$ cat src/rtl/serial_add_sub_pkg.sv
// Shared definitions for the bit-serial adder/subtractor.
// FSM state encodings and the legal operand-width range.
package serial_add_sub_pkg;

    typedef enum logic [1:0] {
        IDLE = 2'd0,
        RUN  = 2'd1,
        DONE = 2'd2
    } state_t;

    localparam int WIDTH_MIN = 2;
    localparam int WIDTH_MAX = 64;

endpackage

$ cat src/rtl/fa_cell.sv
// Combinational 1-bit full adder, gate-level structural.
// Zero latency; no flow control.
module fa_cell (
    input  logic a,
    input  logic b,
    input  logic cin,
    output logic sum,
    output logic cout
);

    logic axb;
    logic gen;
    logic prop;

    xor u_x1 (axb, a, b);
    xor u_x2 (sum, axb, cin);
    and u_a1 (gen, a, b);
    and u_a2 (prop, axb, cin);
    or  u_o1 (cout, gen, prop);

endmodule

$ cat src/rtl/serial_add_sub.sv
// Bit-serial add/subtract through one full-adder cell, LSB first.
// Latency WIDTH+1 cycles accept->done; start is ignored while busy, accepted again in the done cycle.
module serial_add_sub
    import serial_add_sub_pkg::*;
#(
    parameter int WIDTH = 8
) (
    input  logic             clk,
    input  logic             rst_n,
    input  logic             start,
    input  logic             sub,
    input  logic [WIDTH-1:0] a,
    input  logic [WIDTH-1:0] b,
    input  logic             cin,
    output logic             busy,
    output logic             done,
    output logic [WIDTH-1:0] sum,
    output logic             cout,
    output logic             ovf
);

    localparam int CNT_W = $clog2(WIDTH + 1);

    generate
        if (WIDTH < WIDTH_MIN || WIDTH > WIDTH_MAX) begin : g_bad_width
            $error("serial_add_sub: WIDTH out of range");
        end
    endgenerate

    state_t           state;
    logic [WIDTH-1:0] sa_q;
    logic [WIDTH-1:0] sb_q;
    logic [WIDTH-1:0] sr_q;
    logic             carry_q;
    logic [CNT_W-1:0] cnt_q;
    logic             fa_sum;
    logic             fa_cout;
    logic             last_bit;
    logic [WIDTH-1:0] sr_next;

    fa_cell u_fa (
        .a    (sa_q[0]),
        .b    (sb_q[0]),
        .cin  (carry_q),
        .sum  (fa_sum),
        .cout (fa_cout)
    );

    assign last_bit = (cnt_q == CNT_W'(WIDTH - 1));
    assign sr_next  = {fa_sum, sr_q[WIDTH-1:1]};

    always_ff @(posedge clk or negedge rst_n) begin
        if (!rst_n) begin
            state   <= IDLE;
            sa_q    <= '0;
            sb_q    <= '0;
            sr_q    <= '0;
            carry_q <= 1'b0;
            cnt_q   <= '0;
            busy    <= 1'b0;
            done    <= 1'b0;
            sum     <= '0;
            cout    <= 1'b0;
            ovf     <= 1'b0;
        end else begin
            done <= 1'b0;
            case (state)
                IDLE, DONE: begin
                    if (start) begin
                        // Subtract is a + ~b + 1, with a borrow-in removing the +1.
                        sa_q    <= a;
                        sb_q    <= b ^ {WIDTH{sub}};
                        carry_q <= cin ^ sub;
                        cnt_q   <= '0;
                        sr_q    <= '0;
                        busy    <= 1'b1;
                        state   <= RUN;
                    end else begin
                        state <= IDLE;
                    end
                end
                RUN: begin
                    sr_q    <= sr_next;
                    sa_q    <= sa_q >> 1;
                    sb_q    <= sb_q >> 1;
                    carry_q <= fa_cout;
                    cnt_q   <= cnt_q + CNT_W'(1);
                    if (last_bit) begin
                        // carry_q here is the carry into the MSB; differing carries flag signed overflow.
                        sum   <= sr_next;
                        cout  <= fa_cout;
                        ovf   <= carry_q ^ fa_cout;
                        done  <= 1'b1;
                        busy  <= 1'b0;
                        state <= DONE;
                    end
                end
                default: state <= IDLE;
            endcase
        end
    end

endmodule

$ cat config.mk
export PLATFORM = sky130hd
export DESIGN_NAME = serial_add_sub
export DESIGN_NICKNAME = d
export VERILOG_FILES = /design/src/rtl/serial_add_sub_pkg.sv /design/src/rtl/fa_cell.sv /design/src/rtl/serial_add_sub.sv
export SDC_FILE = /design/constraint.sdc
export NUM_CORES = 1
export LEC_CHECK = 0
export ABC_AREA = 1
export ABC_CLOCK_PERIOD_IN_PS = 3350
export BUFFER_PORTS_ARGS = -buffer_cell sky130_fd_sc_hd__buf_2
export CAP_MARGIN = 10
export CORE_MARGIN = 4
export CORE_UTILIZATION = 30
export DETAILED_ROUTE_END_ITERATION = 8
export GPL_TIMING_DRIVEN = 0
export PLACE_DENSITY = 0.6
export SLEW_MARGIN = 20
export SYNTH_ARGS = -nofsm -noshare
export SYNTH_HDL_FRONTEND = slang
export SYNTH_SLANG_ARGS = --single-unit
$ cat constraint.sdc
create_clock -name clk -period 3.35 [get_ports clk]
set_input_delay 0.67 -clock clk [delete_from_list [all_inputs] [get_ports clk]]
set_output_delay 0.67 -clock clk [all_outputs]
set_load 0.005 [all_outputs]
==> flow_metrics.py <==
metrics = {
    "routing": {
        "drt_iter0_drc": 65,
        "via_count": 1559,
        "routedWlPerCell_um": 11.1,
        "ant_nets": 0,
        "routed_wl_um": 3850,
        "route.detailed.drc": 0,
        "dr.pass1.iters": 4,
        "via_per_inst": 4.48,
    },
    "cts": {
        "cts_tree": "yes",
        "cts.reportedPaths.clkPinSlew_ps": 90,
        "cts_hold_buffers": 0,
        "h-tree-depth": 2,
        "cts.path.max_buffers": 2,
        "cts_inserted_buffers": 5,
        "post-cts-setup-buffers": 0,
        "cts_root_buffer": "clkbuf_8",
        "cts.sinks": 42,
        "post_cts_resized": 0,
        "clock_latency_ps": 290,
    },
    "logic_synthesis": {
        "ys_types": 19,
        "synth-main-ff-cell": "dfrtp_1",
        "synth_fp_nets": 256,
        "ys_warn_count": 0,
        "syn_inst": 233,
        "async_flop_share_pct": 100,
        "synth.avg_cell_area_um2": 8.12,
        "ys_seq_area_share_pct": 55.5,
        "synth_edf_count": 0,
        "synth_area_mm2": 0.00189,
        "synth_seq_cells": 42,
    },
    "grt": {
        "track_usage_pct": 11.2,
        "grt_pass1_wl_um": 6660,
        "grt_max_degree": 43,
        "grt_overflow_total": 0,
        "grt_antenna_before_repair": 0,
        "grt_pass1_vias": 1454,
    },
    "sta": {
        "slew_viol_final": 0,
        "fin_crit_ps": 1500,
        "worstMarginPinSlew_ps": 929,
        "fmax_mhz": 667,
        "layout_setup_ws_ps": 1850,
        "hold_slack_ps": 474,
        "setup_viol": 0,
        "slew_headroom_pct": 38.0,
        "rsz0062_at_grt": "no",
        "fin_crit_sh_pct": 44.8,
        "setup_tns_ps": 0,
        "fin_skew_ps": 4.22,
        "hold_viol_final": 0,
    },
    "cells_and_area": {
        "final_cell_mix": "nand2_1 (103), dfrtp_1 (42), buf_2 (39), nand3_1 (27), inv_1 (17)",
        "num_antenna_cells": 0,
        "layout-drive-gt1-share_pct": 22.3,
        "fin_util_pct": 37.2,
        "fin_area_mm2": 0.00224,
        "nets": 295,
        "layout_commonest_cell": "nand2_1",
        "syn2layout_area_growth_pct": 18.4,
        "stdcell_count": 348,
    },
    "die": {
        "die_h_um": 87.4,
        "die_x_um": 87.4,
        "io_pins": 33,
        "die_area_mm2": 0.00764,
        "core_area_mm2": 0.00603,
        "initial_core_util_pct": 31.4,
        "rows": 28,
    },
    "critical_path": {
        "r2r-end": "sum[6]",
        "arrival_ps": 830,
        "reg2regPathDepth": 7,
        "r2r_setup_slack_ps": 1980,
        "worstSetupPathType": "reg2out",
        "cp.required_ps": 2680,
        "cp_slowest_cell": "dfrtp_1",
        "cp_top_family": "flip-flops",
        "r2r-start": "cnt_q[0]",
        "cp_cell_sequence": "buf_2",
        "end_kind": "output port",
        "cp_slowest_stage_delay_ps": 400,
        "worstSetupStartpointType": "register",
        "path_max_fanout": 2,
        "cp_num_buf_inv": 1,
    },
    "placement": {
        "pre_cts_ws_ps": 1710,
        "dp.cells": 340,
        "gp_congestion": 0.750,
        "place_hpwl_um": 2790,
        "port_buffers": 32,
        "dpl_cell_area_mm2": 0.00215,
    },
    "worst_hold_path": {
        "hold_path_depth": 2,
        "hold_end": "sum[3]",
        "hp-class": "reg2reg",
        "min_from": "sr_q[4]",
    },
    "power": {
        "ir_worst_vdd_uv": 302,
        "power.density_mw_per_mm2": 867,
        "p_total_mw": 1.94,
        "cellLeakagePower_nw": 1.22,
    },
    "run": {
        "maxCapViolations": 0,
    },
    "run_status": {
        "status": "finished, final reports clean",
    },
}
## report_power, final
group | internal, mW | leakage (nW) | switching (mW)
Clock | 0.150 | 0.0447 | 0.187
Combinational | 0.302 | 0.644 | 0.433
Sequential | 0.733 | 0.527 | 0.137
## flip-flops by register name, summed over array words and instances (netlist names)
signal and flops:
busy 1, carry_q 1, cnt_q 4, cout 1, done 1, ovf 1, sa_q 8, sb_q 8
sr_q 7, state 2, sum 8
## layer usage
metal	track usage, %	wire length [um]
met1	13.2	1780
met2	19.0	1870
met3	3.78	181
met4	3.35	19
met5	0	0
## cell type report
cell class	instances	area, um2
fillers	658	3780
flip-flops and latches	42	1050
multi-input cells	163	724
repair buffers	32	160
well taps	75	93.8
inverters	19	71.3
clock buffers	5	68.8
plain buffers	9	46.3
clock inverters	3	25.0
## synthesized netlist by cell type (2+ instances only)
cell / number / area share (%)
or2_2: 8 / 2.6
inv_1: 17 / 3.4
nor2_1: 9 / 1.8
nand2_2: 2 / 0.66
nand2_1: 103 / 20
nand3_1: 27 / 7.1
inv_2: 2 / 0.40
buf_2: 7 / 1.9
o21ai_0: 2 / 0.53
dfrtp_1: 42 / 56
o22ai_1: 6 / 2.0
## worst max path at each step
stage	start	to	slack [ps]	depth (start not counted)
global placement	start	sa_q[4]	1730	8
floorplan	start	cnt_q[3]	2040	6
finish	sum[0]	sum[0]	1850	1
detailed placement	start	sa_q[4]	1710	8
global route	cnt_q[0]	sum[6]	1780	7
CTS	sum[0]	sum[0]	1830	1
## cells by family after synthesis
logic type               synth area share (%)
AND/OR/NAND/NOR                          33.3
flip-flops                               55.5
buffers and inverters                    6.21
AO/OA/AOI/OAI                            2.78
adder cells (fa/ha/maj)                  1.72
XOR/XNOR                                0.463
(Power assumes the default switching activity.)
